## config.mk

```make
export PLATFORM = sky130hd
export DESIGN_NAME = axis_sum_sink
export DESIGN_NICKNAME = d
export VERILOG_FILES = /design/src/rtl/axis_sum_pkg.sv /design/src/rtl/axis_skid_buffer.sv /design/src/rtl/axis_sum_sink.sv
export SDC_FILE = /design/constraint.sdc
export NUM_CORES = 1
export LEC_CHECK = 0
export CAP_MARGIN = 20
export CORE_MARGIN = 2
export CORE_UTILIZATION = 45
export DETAILED_ROUTE_END_ITERATION = 6
export HOLD_SLACK_MARGIN = 0.12
export PLACE_DENSITY = 0.64
export SLEW_MARGIN = 20
export SYNTH_ARGS = -nofsm -noshare
export SYNTH_HDL_FRONTEND = slang
export SYNTH_SLANG_ARGS = --single-unit
```

## constraint.sdc

```tcl
create_clock -name clk -period 4.17 [get_ports clk]
set_clock_uncertainty 0.2 [all_clocks]
set_input_delay 0.834 -clock clk [delete_from_list [all_inputs] [get_ports clk]]
set_output_delay 0.834 -clock clk [all_outputs]
set_load 0.02 [all_outputs]
```

## src/rtl/axis_sum_pkg.sv

```systemverilog
// Shared types and constants for the AXI-Stream packet summing sink.
// Latency: n/a (declarations only).
// Backpressure: n/a.
//
// Contents: FSM state encoding, result/counter widths, and the sum adder
// helper. The helper can optionally clamp the sum at all-ones.
package axis_sum_pkg;

    localparam int RESULT_W = 32;
    localparam int CNT_W    = 16;

    typedef enum logic [1:0] {
        IDLE  = 2'd0,
        ACCUM = 2'd1,
        DONE  = 2'd2
    } state_t;

    // Add two unsigned sums. When sat is set, a carry out clamps the result
    // to all-ones. Otherwise the carry is dropped and the sum wraps.
    function automatic logic [RESULT_W-1:0] sum_add(
        input logic [RESULT_W-1:0] a,
        input logic [RESULT_W-1:0] b,
        input logic                sat
    );
        logic [RESULT_W:0] wide;
        wide = {1'b0, a} + {1'b0, b};
        if (sat && wide[RESULT_W]) begin
            return '1;
        end
        return wide[RESULT_W-1:0];
    endfunction

endpackage

```

## src/rtl/axis_skid_buffer.sv

```systemverilog
// Two-entry skid FIFO. The head is presented directly from a register.
// Latency: 1 cycle from push to head valid.
// Backpressure: in_rdy is registered and equals "not full". It is held low during reset.
//
// Ports:
//   clk, rst         clock and synchronous active-high reset
//   in_dat/vld/rdy   write side (valid/ready)
//   out_dat/vld/rdy  read side; out_rdy acts as the pop strobe when out_vld is high
module axis_skid_buffer
    import axis_sum_pkg::*;
#(
    parameter int W = 33
) (
    input  logic         clk,
    input  logic         rst,
    input  logic [W-1:0] in_dat,
    input  logic         in_vld,
    output logic         in_rdy,
    output logic [W-1:0] out_dat,
    output logic         out_vld,
    input  logic         out_rdy
);

    logic [W-1:0] mem0;     // head entry
    logic [W-1:0] mem1;     // second entry
    logic [1:0]   cnt;
    logic [1:0]   cnt_nxt;
    logic         push;
    logic         pop;

    assign push    = in_vld & in_rdy;
    assign pop     = out_vld & out_rdy;
    assign out_vld = (cnt != 2'd0);
    assign out_dat = mem0;

    always_comb begin
        cnt_nxt = cnt;
        if (push && !pop) begin
            cnt_nxt = cnt + 2'd1;
        end else if (pop && !push) begin
            cnt_nxt = cnt - 2'd1;
        end
    end

    // Deriving ready from the next occupancy keeps in_rdy registered.
    // It still never lets a push land in a full buffer.
    always_ff @(posedge clk) begin
        if (rst) begin
            cnt    <= 2'd0;
            in_rdy <= 1'b0;
        end else begin
            cnt    <= cnt_nxt;
            in_rdy <= (cnt_nxt != 2'd2);
        end
    end

    // Shift-on-pop storage. A push goes to the first free slot after the pop
    // has been applied. A push while full cannot occur because in_rdy is low.
    always_ff @(posedge clk) begin
        if (push && (cnt == 2'd0 || (cnt == 2'd1 && pop))) begin
            mem0 <= in_dat;
        end else if (pop) begin
            mem0 <= mem1;
        end
        if (push && cnt == 2'd1 && !pop) begin
            mem1 <= in_dat;
        end
    end

endmodule

```

## src/rtl/axis_sum_sink.sv

```systemverilog
// Sums the beats of each AXI-Stream packet and reports the sum once per packet.
// Latency: result_valid is asserted 2 cycles after the last-beat handshake when nothing is queued ahead of it.
// Backpressure: s_axis_tready is registered and drops when the 2-entry skid buffer is full. stall_i freezes consumption.
//
// Ports:
//   clk, rst                      clock, synchronous active-high reset
//   s_axis_tdata/tvalid/tready/tlast  input stream
//   stall_i                       holds consumption when high
//   result, result_valid          last packet sum, plus a one-cycle update pulse
//   pkt_count                     completed packets, wraps at 16 bits
//   err_len                       sticky flag for a packet longer than MAX_BEATS
// Build option: define AXIS_SUM_SAT_EN to saturate the sum at all-ones instead of wrapping.
module axis_sum_sink
    import axis_sum_pkg::*;
#(
    parameter int DATA_W    = 32,
    parameter int MAX_BEATS = 16
) (
    input  logic                clk,
    input  logic                rst,
    input  logic [DATA_W-1:0]   s_axis_tdata,
    input  logic                s_axis_tvalid,
    output logic                s_axis_tready,
    input  logic                s_axis_tlast,
    input  logic                stall_i,
    output logic [RESULT_W-1:0] result,
    output logic                result_valid,
    output logic [CNT_W-1:0]    pkt_count,
    output logic                err_len
);

`ifdef AXIS_SUM_SAT_EN
    localparam logic SAT_EN = 1'b1;
`else
    localparam logic SAT_EN = 1'b0;
`endif

    // The beat counter holds values up to MAX_BEATS+1, where it saturates.
    localparam int               BCNT_W   = $clog2(MAX_BEATS + 2);
    localparam logic [BCNT_W-1:0] BCNT_LIM = BCNT_W'(MAX_BEATS);
    localparam logic [BCNT_W-1:0] BCNT_MAX = BCNT_W'(MAX_BEATS + 1);

    state_t              state;
    state_t              state_nxt;
    logic [DATA_W:0]     head_dat;      // {last, data}
    logic                head_vld;
    logic                head_last;
    logic                pop;
    logic [RESULT_W-1:0] data_ext;
    logic [RESULT_W-1:0] sum;
    logic [RESULT_W-1:0] sum_nxt;
    logic [BCNT_W-1:0]   bcnt;
    logic [BCNT_W-1:0]   bcnt_nxt;
    logic                done_ld;

    axis_skid_buffer #(
        .W (DATA_W + 1)
    ) u_skid (
        .clk     (clk),
        .rst     (rst),
        .in_dat  ({s_axis_tlast, s_axis_tdata}),
        .in_vld  (s_axis_tvalid),
        .in_rdy  (s_axis_tready),
        .out_dat (head_dat),
        .out_vld (head_vld),
        .out_rdy (pop)
    );

    assign head_last = head_dat[DATA_W];

    always_comb begin
        data_ext             = '0;
        data_ext[DATA_W-1:0] = head_dat[DATA_W-1:0];
    end

    always_ff @(posedge clk) begin
        if (rst) begin
            state <= IDLE;
        end else begin
            state <= state_nxt;
        end
    end

    // DONE never pops. That one-cycle gap isolates the reported packet
    // from the first beat of the next packet.
    always_comb begin
        state_nxt = state;
        sum_nxt   = sum;
        bcnt_nxt  = bcnt;
        pop       = 1'b0;
        unique case (state)
            IDLE: begin
                if (head_vld && !stall_i) begin
                    pop       = 1'b1;
                    sum_nxt   = data_ext;
                    bcnt_nxt  = BCNT_W'(1);
                    state_nxt = head_last ? DONE : ACCUM;
                end
            end
            ACCUM: begin
                if (head_vld && !stall_i) begin
                    pop      = 1'b1;
                    sum_nxt  = sum_add(sum, data_ext, SAT_EN);
                    bcnt_nxt = (bcnt == BCNT_MAX) ? bcnt : bcnt + BCNT_W'(1);
                    if (head_last) begin
                        state_nxt = DONE;
                    end
                end
            end
            DONE: begin
                state_nxt = IDLE;
            end
            default: begin
                state_nxt = IDLE;
            end
        endcase
    end

    assign done_ld      = (state != DONE) && (state_nxt == DONE);
    assign result_valid = (state == DONE);

    always_ff @(posedge clk) begin
        if (rst) begin
            sum       <= '0;
            bcnt      <= '0;
            result    <= '0;
            pkt_count <= '0;
            err_len   <= 1'b0;
        end else begin
            sum  <= sum_nxt;
            bcnt <= bcnt_nxt;
            if (done_ld) begin
                result    <= sum_nxt;
                pkt_count <= pkt_count + CNT_W'(1);
            end
            if (pop && (bcnt_nxt > BCNT_LIM)) begin
                err_len <= 1'b1;
            end
        end
    end

endmodule

```

==> results.md, run 1 <==
* Area added between synthesis and finish at 21.3%
* Share of cells above drive strength 1 at 10.9%
* Number of flip-flops and latches in the synthesized netlist at 157
* R2R cell count at 11
* Port buffer count at 87
* Largest net degree at the start of global routing at 57
* Overall track demand over capacity in global routing at 21.2%
* Number of cell rows at 48
* RSZ-0062 raised after global routing: no
* Worst hold path depth at 2
* Synthesized Nets at 865
* Hold Vio Cnt, Final at 0
* DIE AREA at 18800 sq um
* Standby leakage power at 3.57 nW
* Start point of the worst hold path: sum[19]
* Crit path kind: register to register
* Final cycle utilization of the critical path at 88.2%
* Clock Sink Count at 157
* Number of placed cells counting well taps at 1067
* Fmax achieved at 0.272 GHz
* Final critical delay including setup and external delays at 3680 ps
* Worst slew margin relative to its limit at 42.4%
* Total DRC errors in the routed layout at 0
* Pins Over Slew Limit at 0
* Number of instances in the synthesized netlist at 791
* DPL Wire Length at 13400 microns
* Gr ovfl total at 0
* CTS Root Cell: sky130_fd_sc_hd__clkbuf_16
* Post-DRT Antenna Nets at 0
* Start of the worst register-to-register path: u_skid.out_dat[0]
* GP Congestion at 0.931
* Largest fanout on the critical path at 4
* Effective utilization at floorplan at 46.1%
* Kind of path behind the tightest hold check: register to register
* Wire length of the first global-routing pass at 31000 microns
* Level count of the clock H-tree at 4
* VDD IR-drop max at 0.336 mV
* Fraction of the core area covered by cells at the end of the flow at 56.0%
* Via Count at 6244
* Total setup violations reported at the end of the flow at 0
* Commonest non-fill, non-tap cells in the layout: 107 x sky130_fd_sc_hd__nor2_1, 91 x sky130_fd_sc_hd__dfxtp_1, 86 x sky130_fd_sc_hd__clkdlybuf4s50_1
* Cts hold-fix bufs at 0
* Number of synthesis warnings at 0
* Latest clock arrival within the worst-skew pair at 430 ps
* Number of instances resized during post-cts repair at 0
* Antenna violations before repair at 0
* Post-detailed-routing wire length at 18900 microns
* Antenna Cells at 0
* Layout Nets at 935
* Max-cap check violation count at 0
* CP Capture Type: register
* Chip width at 137 microns
* DR WL/cell at 17.2 microns
* Setup TNS at 0 ps
* CTS tree: yes
* Pwr Total at 6.31 mW
* Worst Max-Slew Pin Slew at 855 ps
* Average size of a mapped cell at 10.1 sq um
* Share of synthesized registers carrying an async set or reset at 0%
* Power density over the cells at 652 nW/um^2
* EDFF count, synth at 66
* Worst path arrival time at 3810 ps
* Number of clock buffers inserted by TritonCTS at 17
* Worst setup SP type: register
* Ratio of routed vias to standard cells at 5.68
* Total I/O pin count at 88
* Vertical die dimension at 137 microns
* CORE AREA at 17300 sq um
* Setup Buffers After CTS at 0
* Most common cell after layout, fill and taps aside: sky130_fd_sc_hd__nor2_1
* Number of global-route vias before repair at 6116
* Clock slew seen by the registers of the worst setup and hold paths at 60 ps
* Layout Cells excl Fill at 1099
* Post-synth top flop: sky130_fd_sc_hd__dfxtp_1
* Unique masters post-synth at 67
* Fraction of the yosys area taken by sequential cells at 47.7%
* Launching element of the worst setup path: u_skid.out_dat[0]
* CTS Buffer Depth at 2
* Outcome: finished clean
* Synthesized area at 7980 sq um
* Fillers at 1497
* Violation count after the first detailed-route iteration at 362
* Req. time, crit path at 4300 ps
* First-pass iteration count of the detailed router at 5
==> layer usage <==
layer	global-route usage [%]	vias up	wire, microns
li1	-	3066	-
met1	27.4	2990	8820
met2	34.9	157	8840
met3	3.74	31	833
met4	8.99	0	419
met5	0	-	0
==> sequential cells by signal (all words and copies together) (netlist names) <==
register	count
u_skid.in_rdy	1
state	2
pkt_count	16
bcnt	5
result	32
sum	32
err_len	1
u_skid.out_dat	33
u_skid.cnt	2
u_skid.mem1	33
==> worst max-delay path, stage by stage (launching register included) <==
cell and delay [ps]:
sky130_fd_sc_hd__edfxtp_1 410, sky130_fd_sc_hd__ha_1 250, sky130_fd_sc_hd__fa_1 410, sky130_fd_sc_hd__a21o_1 200, sky130_fd_sc_hd__a221oi_2 370, sky130_fd_sc_hd__o211a_4 250, sky130_fd_sc_hd__o41ai_4 100, sky130_fd_sc_hd__o31ai_1 390
sky130_fd_sc_hd__nand2_1 150, sky130_fd_sc_hd__o21ai_0 220, sky130_fd_sc_hd__mux2_2 370, sky130_fd_sc_hd__a311oi_1 250
==> worst paths after layout <==
path | slack (ps) | end
worst max-delay path | 490 | sum[30]
worst min-delay path | 260 | sum[19]
worst max register to register | 490 | sum[30]
worst min register to register | 260 | sum[19]
==> area by class of cell <==
cell class	instances	area (sq um)	share of cell area [%]
Tap cell	225	282	2.91
Timing Repair Buffer	99	981	10.1
Sequential cell	157	3800	39.3
Clock inverter	12	158	1.63
Multi-Input combinational cell	571	3950	40.7
Inverter	15	56.3	0.582
Clock buffer	20	457	4.72
==> cells by family after synthesis <==
| kind of cell | Yosys count | share of synthesized area [%] |
|---|---|---|
| flops | 157 | 47.7 |
| buf+inv | 63 | 2.98 |
| xor+xnor | 38 | 4.17 |
| compound gates | 199 | 17.7 |
| fa+ha+maj | 37 | 5.90 |
| mux | 55 | 7.51 |
| simple gates | 242 | 14.1 |
==> power by group <==
group | switching (mW) | internal [mW]
clock network | 0.641 | 0.979
registers | 0.215 | 1.95
logic | 1.48 | 1.04
total | 2.34 | 3.97
==> synth_stat cells (all sizes together) (14+ instances only) <==
master	count	share of area, %
nor2	107	5.0
dfxtp	91	23
edfxtp	66	25
a21oi	56	3.5
nand2	48	2.3
a211oi	47	4.4
clkbuf	44	2.1
ha	36	5.6
mux2	36	5.1
xnor2	23	2.5
nor3	21	1.4
o21ai	20	1.3
a21o	19	1.8
mux2i	19	2.4
xor2	15	1.6
inv	14	0.66
nand3	14	0.88
==> stage by stage <==
stage	setup WS, ps	area [sq um]	hold slack [ps]
after floorplan	803	7980	236
after global placement	610	9070	247
final	493	9680	263
after global routing	304	9680	293
after CTS	511	9680	272
after detailed placement	529	9070	263
No activity file was read; power rests on OpenSTA's default activity.
==> run 2: changes to the inputs <==
- DONT_BUFFER_PORTS: default -> 1
- PLACE_DENSITY: 0.64 -> 0.58
==> run 2 against run 1 <==
Clock power decreased by 9.9%. First-iteration DRC count decreased by 1.1%. Non-clock buffer count decreased by 88. Largest power group is now sequential cells. Highest routed layer unchanged.
==> results.md, run 2 (synthesis gave the netlist of run 1 again) <==
* Post-detailed-routing wire length at 18200 microns
* Commonest non-fill, non-tap cells in the layout: 107 x sky130_fd_sc_hd__nor2_1, 91 x sky130_fd_sc_hd__dfxtp_1, 66 x sky130_fd_sc_hd__edfxtp_1
* CTS Root Cell: sky130_fd_sc_hd__clkbuf_16
* CORE AREA at 17300 sq um
* Pins Over Slew Limit at 0
* Worst slew margin relative to its limit at 37.9%
* Standby leakage power at 3.21 nW
* Fmax achieved at 0.273 GHz
* Number of placed cells counting well taps at 979
* Total setup violations reported at the end of the flow at 0
* Setup slack after layout at 510 ps
* Worst hold slack across all endpoints at 263 ps
* Port buffer count at 0
* Chip width at 137 microns
* Effective utilization at floorplan at 46.1%
* Max-cap check violation count at 0
* Number of cell rows at 48
* Post-DRT Antenna Nets at 0
* Delay of the slowest critical-path stage at 420 ps
* Crit path kind: register to register
* Standard cell with the maximum stage delay on the critical path: sky130_fd_sc_hd__fa_1
* Setup TNS at 0 ps
* RSZ-0062 raised after global routing: no
* GP Congestion at 0.866
* Most common cell after layout, fill and taps aside: sky130_fd_sc_hd__nor2_1
* Largest net degree at the start of global routing at 95
* Clock Sink Count at 157
* Violation count after the first detailed-route iteration at 358
* CP Capture Type: register
* Outcome: finished clean
* VDD IR-drop max at 0.321 mV
* Share of cells above drive strength 1 at 11.6%
* Worst setup SP type: register
* Worst Max-Slew Pin Slew at 932 ps
* Wire length of the first global-routing pass at 29100 microns
* Antenna Cells at 0
* Setup Buffers After CTS at 0
* Ratio of routed vias to standard cells at 5.74
* Fraction of the core area covered by cells at the end of the flow at 50.4%
* Level count of the clock H-tree at 4
* Kind of path behind the tightest hold check: register to register
* Power density over the cells at 682 nW/um^2
* Layout Cells excl Fill at 1011
* First-pass iteration count of the detailed router at 5
* Layout Nets at 847
* Worst path arrival time at 3800 ps
* Number of instances resized during post-cts repair at 0
* Final cycle utilization of the critical path at 87.8%
* Latest clock arrival within the worst-skew pair at 430 ps
* CTS tree: yes
* Area added between synthesis and finish at 9.30%
* Total I/O pin count at 88
* Req. time, crit path at 4310 ps
* Gr ovfl total at 0
* Via Count at 5805
* Final critical delay including setup and external delays at 3660 ps
* Overall track demand over capacity in global routing at 20.1%
* Antenna violations before repair at 0
* Fillers at 1541
* DPL Wire Length at 12500 microns
* Largest fanout on the critical path at 4
* Number of clock buffers inserted by TritonCTS at 17
* Vertical die dimension at 137 microns
* Total DRC errors in the routed layout at 0
* DIE AREA at 18800 sq um
* Clock slew seen by the registers of the worst setup and hold paths at 60 ps
* Hold Vio Cnt, Final at 0
* Sequence of cells on the critical path: ha_1, fa_1, a21o_1, a221oi_2, o211a_4, o41ai_4, a211o_2, nor3b_2, o31ai_2, mux2_4, a311oi_2
* Number of global-route vias before repair at 5716
* Setup Slack @ Placement at 570 ps
* DR WL/cell at 18.0 microns
* CTS Buffer Depth at 2
* Cts hold-fix bufs at 0
-- run 2: final timing paths --
check                         start          to  slack, ps  cells after the start
setup / recovery  u_skid.out_dat[0]  result[28]        510                     11
hold reg to reg             sum[19]     sum[19]        260                      2
setup reg to reg  u_skid.out_dat[0]  result[28]        510                     11
hold / removal              sum[19]     sum[19]        260                      2
-- run 2: cell type report --
class / count / area (sq um) / share of cell area [%]
Multi-Input combinational cell: 571 / 3950 / 45.2
Sequential cell: 157 / 3800 / 43.6
Clock buffer: 20 / 437 / 5.01
Tap cell: 225 / 282 / 3.23
Clock inverter: 12 / 115 / 1.32
Timing Repair Buffer: 11 / 82.6 / 0.947
Inverter: 15 / 56.3 / 0.646
-- run 2: stage by stage --
stage	power, mW	area [sq um]
after detailed placement	4.51	8170
after global placement	4.46	8170
final	5.95	8720
after floorplan	3.98	7980
after CTS	6.00	8720
after global routing	6.35	8720
-- run 2: critical path, delay by kind of cell (launching register included) --
family                   cells  cell delay (ps)
AND/OR/NAND/NOR              1              170
flip-flops                   1              390
adder cells (fa/ha/maj)      2              660
AO/OA/AOI/OAI                7             1810
multiplexers                 1              330
-- run 2: layer usage --
layer | up-vias | share of wire, % | global-route usage [%]
li1 | 2884 | - | -
met1 | 2782 | 47 | 26.0
met2 | 119 | 46 | 32.5
met3 | 20 | 5.4 | 5.19
met4 | 0 | 1.5 | 7.04
met5 | - | 0 | 0
-- run 2: where the power goes --
group	switching [mW]	total, mW	leakage (nW)	internal, mW
logic	1.33	2.22	1.59	0.889
clock network	0.633	1.46	0.263	0.827
registers	0.313	2.27	1.35	1.95
==> run 3: changes to the inputs <==
- CORE_ASPECT_RATIO: default -> 1.25
==> run 3 against run 2 <==
Largest cell class unchanged. Worst hold slack barely moved. Global-route usage rose by 0.13 points. First-iteration DRC count fell by 27%. Via count rose by 1.1%. Sequential power barely moved. Clock power rose by 5%. Routed wire length rose by 1.4%. Combinational power barely moved. Largest power group unchanged.
==> results.md, run 3 (synthesis gave the netlist of run 1 again) <==
* Outcome: finished clean
* Largest fanout on the critical path at 4
* Cts hold-fix bufs at 0
* Ratio of routed vias to standard cells at 5.82
* Post-DRT Antenna Nets at 0
* Layout Nets at 846
* Power density over the cells at 690 nW/um^2
* Worst Max-Slew Pin Slew at 844 ps
* Sequence of cells on the critical path: ha_1, fa_1, a21o_1, a221oi_2, o211a_4, o41ai_4, o31ai_1, nand2_1, o21ai_0, mux2_2, a311oi_1
* Worst setup SP type: register
* DPL Wire Length at 12600 microns
* Wire length of the first global-routing pass at 29900 microns
* CORE AREA at 17400 sq um
* Level count of the clock H-tree at 4
* Share of cells above drive strength 1 at 11.6%
* Clock slew seen by the registers of the worst setup and hold paths at 70 ps
* Area added between synthesis and finish at 9.60%
* Hold Vio Cnt, Final at 0
* Largest net degree at the start of global routing at 95
* Antenna violations before repair at 0
* Post-detailed-routing wire length at 18400 microns
* CP Capture Type: register
* RSZ-0062 raised after global routing: no
* Setup slack after layout at 449 ps
* Antenna Cells at 0
* Fmax achieved at 0.269 GHz
* Standard cell with the maximum stage delay on the critical path: sky130_fd_sc_hd__fa_1
* Delay of the slowest critical-path stage at 410 ps
* Violation count after the first detailed-route iteration at 262
* Fillers at 1583
* CTS tree: yes
* Worst path arrival time at 3850 ps
* Req. time, crit path at 4300 ps
* Vertical die dimension at 153 microns
* Chip width at 123 microns
* Overall track demand over capacity in global routing at 20.2%
* Port buffer count at 0
* Most common cell after layout, fill and taps aside: sky130_fd_sc_hd__nor2_1
* Number of clock buffers inserted by TritonCTS at 17
* Number of global-route vias before repair at 6013
* Crit path kind: register to register
* Count of buffering cells on the critical path with inverters included at 0
* Worst slew margin relative to its limit at 43.7%
* Gr ovfl total at 0
* Latest clock arrival within the worst-skew pair at 420 ps
* Fraction of the core area covered by cells at the end of the flow at 50.2%
* DIE AREA at 18800 sq um
* Number of instances resized during post-cts repair at 0
* Number of cell rows at 54
* Launching element of the worst setup path: u_skid.out_dat[0]
* Total I/O pin count at 88
* Setup Buffers After CTS at 0
* GP Congestion at 0.885
* First-pass iteration count of the detailed router at 4
* Final cycle utilization of the critical path at 89.2%
* Standby leakage power at 3.22 nW
* Setup Slack @ Placement at 467 ps
* Effective utilization at floorplan at 45.8%
* Setup TNS at 0 ps
* Total DRC errors in the routed layout at 0
* Start of the worst register-to-register path: u_skid.out_dat[0]
* Total setup violations reported at the end of the flow at 0
* Clock Sink Count at 157
* VDD IR-drop max at 0.342 mV
* Commonest non-fill, non-tap cells in the layout: 107 x sky130_fd_sc_hd__nor2_1, 91 x sky130_fd_sc_hd__dfxtp_1, 66 x sky130_fd_sc_hd__edfxtp_1
* Max-cap check violation count at 0
* CTS Root Cell: sky130_fd_sc_hd__clkbuf_16
* Via Count at 5868
* Final critical delay including setup and external delays at 3720 ps
* DR WL/cell at 18.3 microns
* Pins Over Slew Limit at 0
* Start point of the worst hold path: sum[19]
* CTS Buffer Depth at 2
* Kind of path behind the tightest hold check: register to register
* Family with the most delay on the worst path: compound AO/OA/AOI/OAI gates
-- run 3: cell type report --
cell class              count  area (sq um)  area share [%]
clock buffers              22           487            5.57
clock inverters            10          97.6            1.12
inverters                  15          56.3           0.644
multi-input cells         571          3950            45.1
flip-flops and latches    157          3800            43.5
well taps                 224           280            3.21
repair buffers             10          75.1           0.858
-- run 3: power by group --
part	switching [mW]	internal [mW]	leakage [nW]	total, mW
logic	1.36	0.888	1.59	2.25
clock network	0.634	0.899	0.286	1.53
registers	0.295	1.95	1.35	2.25
total	2.29	3.74	3.22	6.03
-- run 3: path summary, 6_finish.rpt --
kind	endpoint	slack, ps	depth (start not counted)
worst min register to register	sum[19]	260	2
worst max register to register	result[30]	450	11
worst max-delay path	result[30]	450	11
worst min-delay path	sum[19]	260	2
-- run 3: per-stage QoR --
stage / cells / area, sq um / power (mW) / hold WS [ps]
after floorplan: 791 / 7980 / 3.98 / 236
after global placement: 977 / 8160 / 4.47 / 254
after detailed placement: 977 / 8160 / 4.52 / 245
after CTS: 1009 / 8740 / 6.08 / 254
after global routing: 1009 / 8740 / 6.44 / 253
final: 1009 / 8740 / 6.03 / 263
-- run 3: worst reg2reg max path: cells and delay by family, from the launching register on --
kind                       cells  cell delay, ps
AOI/OAI and AO/OA              7            1830
adders and majority gates      2             660
DFF                            1             390
muxes                          1             390
and+or+nand+nor                1             160
-- run 3: per-layer routing --
metal | GRT usage [%] | part of all wire (%) | vias up
met2 | 32.9 | 48 | 142
met5 | 0 | 0 | -
li1 | - | - | 2879
met3 | 5.45 | 5.5 | 27
met1 | 25.3 | 44 | 2820
met4 | 8.06 | 1.9 | 0
==> patch, RTL diff (config.mk and constraints of run 1) <==
Build with the macro `AXIS_SUM_SAT_EN` defined.
--- a/src/rtl/axis_sum_sink.sv
+++ b/src/rtl/axis_sum_sink.sv
@@ -10,6 +10,8 @@
 //   pkt_count                     completed packets, wraps at 16 bits
 //   err_len                       sticky flag for a packet longer than MAX_BEATS
 // Build option: define AXIS_SUM_SAT_EN to saturate the sum at all-ones instead of wrapping.
+`define AXIS_SUM_SAT_EN
+
 module axis_sum_sink
     import axis_sum_pkg::*;
 #(
Check against the original RTL: not equivalent (Yosys sat finds a counterexample within 10 cycles, from zero or initial values and one cycle with rst high).
==> patch against run 1 <==
  * Routed wire length rose by 1.8%
  * Critical path depth stayed put
  * Sequential cell count is the same
  * Sequential power down 3%
  * Clock power shrank 4%
  * Worst setup slack got worse by 21 ps
  * Die area is 1.4% higher
  * Count of clock-buffer cells in the layout is the same
  * Utilization is 1.1 points lower
  * Design area is 0.71% higher
  * Area after synthesis up 1.4%
  * Total power decreased by 4.6%
  * First-iteration DRC count increased by 27%
==> patch: results (changes against run 1) <==
GRT
  • Largest net degree at the start of global routing: 59 (was 57)
  • Grt met3 use: 0.0398 (was 0.0374)
  • First-pass GRT wire length: 31000 um (about the same)
  • Grt met2 use: 0.303 (was 0.349)
  • Number of global-route vias before repair: 5933 (was 6116)
  • Met1 usage: 0.290 (was 0.274)

Placement
  • DP Cell Count: 1116 (was 1067)
  • Global placement routability congestion: 0.896 (was 0.931)
  • Post-DP HPWL: 13800 um (was 13400 um)

Logic synthesis
  • Mean Syn Cell Area: 9.70 um^2 (was 10.1 um^2)
  • Syn Nets: 909 (was 865)
  • Register area share after synthesis: 0.470 (was 0.477)
  • Commonest cells in the netlist: 106 x nor2_1, 91 x dfxtp_1, 69 x a21oi_1 (was 107 x nor2_1, 91 x dfxtp_1, 66 x edfxtp_1)

Route
  • DR WL met2: 8450 um (was 8840 um)
  • TritonRoute pass-1 iters: 6 (was 5)
  • Via count: 6563 (was 6244)
  • DR iter-0 viols: 460 (was 362)
  • Met3 WL: 903 um (was 833 um)
  • Via-per-instance ratio: 5.72 (was 5.68)

Setup path
  • CP Max Fanout: 10 (was 4)

STA
  • Slew @ Worst Pin: 629 ps (was 855 ps)

Outcome
  • Status: completed (unchanged)

Layout
  • Final #Nets: 981 (was 935)
  • Layout cell share with drive strength beyond 1: 0.107 (was 0.109)
  • Final-layout fill cell count: 1604 (was 1497)

Power and ir drop
  • Leak Pwr: 3.55 nW (was 3.57 nW)
==> patch: path summary, 6_finish.rpt <==
path / start / end / slack (ps) / cells past startpoint
setup / recovery: u_skid.out_dat[0]$_DFFE_PP_ / result[21]$_SDFFE_PP0P_ / 470 / 11
hold / removal: sum[14]$_SDFF_PP0_ / sum[14]$_SDFF_PP0_ / 270 / 2
setup reg to reg: u_skid.out_dat[0]$_DFFE_PP_ / result[21]$_SDFFE_PP0P_ / 470 / 11
hold reg to reg: sum[14]$_SDFF_PP0_ / sum[14]$_SDFF_PP0_ / 270 / 2
==> patch: cell type report <==
cell class | count | share of cell area
Clock inverter | 12 | 0.0128
Clock buffer | 20 | 0.0480
Sequential cell | 157 | 0.390
Timing Repair Buffer | 102 | 0.100
Multi-Input combinational cell | 615 | 0.414
Inverter | 13 | 0.00500
Tap cell | 229 | 0.0294
==> patch: critical path, stage by stage, from the launching register on <==
cell and delay [ps]:
edfxtp_1 410, ha_1 250, fa_1 410, a21o_1 210, a221o_2 420, a221oi_4 380, o2111ai_2 190, a21oi_4 310
buf_4 240, a21oi_1 80, a221oi_1 300, a211oi_1 140
==> patch: kinds of logic after synthesis <==
| family | share of synthesized area |
|---|---|
| compound gates | 0.194 |
| fa+ha+maj | 0.0597 |
| mux | 0.0498 |
| simple gates | 0.155 |
| buf+inv | 0.0311 |
| flops | 0.470 |
| xor+xnor | 0.0400 |
==> patch: power by group <==
part	switching, mW	internal [mW]
Sequential	0.199	1.91
Clock	0.673	0.891
Combinational	1.41	0.937
Total	2.28	3.74
==> patch: stage by stage <==
step | power, mW | instance area [um^2] | hold WS [ps]
floorplan | 3.80 | 8090 | 240
global placement | 4.46 | 9160 | 261
detailed placement | 4.46 | 9160 | 262
CTS | 6.05 | 9750 | 272
global route | 6.37 | 9750 | 299
finish | 6.02 | 9750 | 273
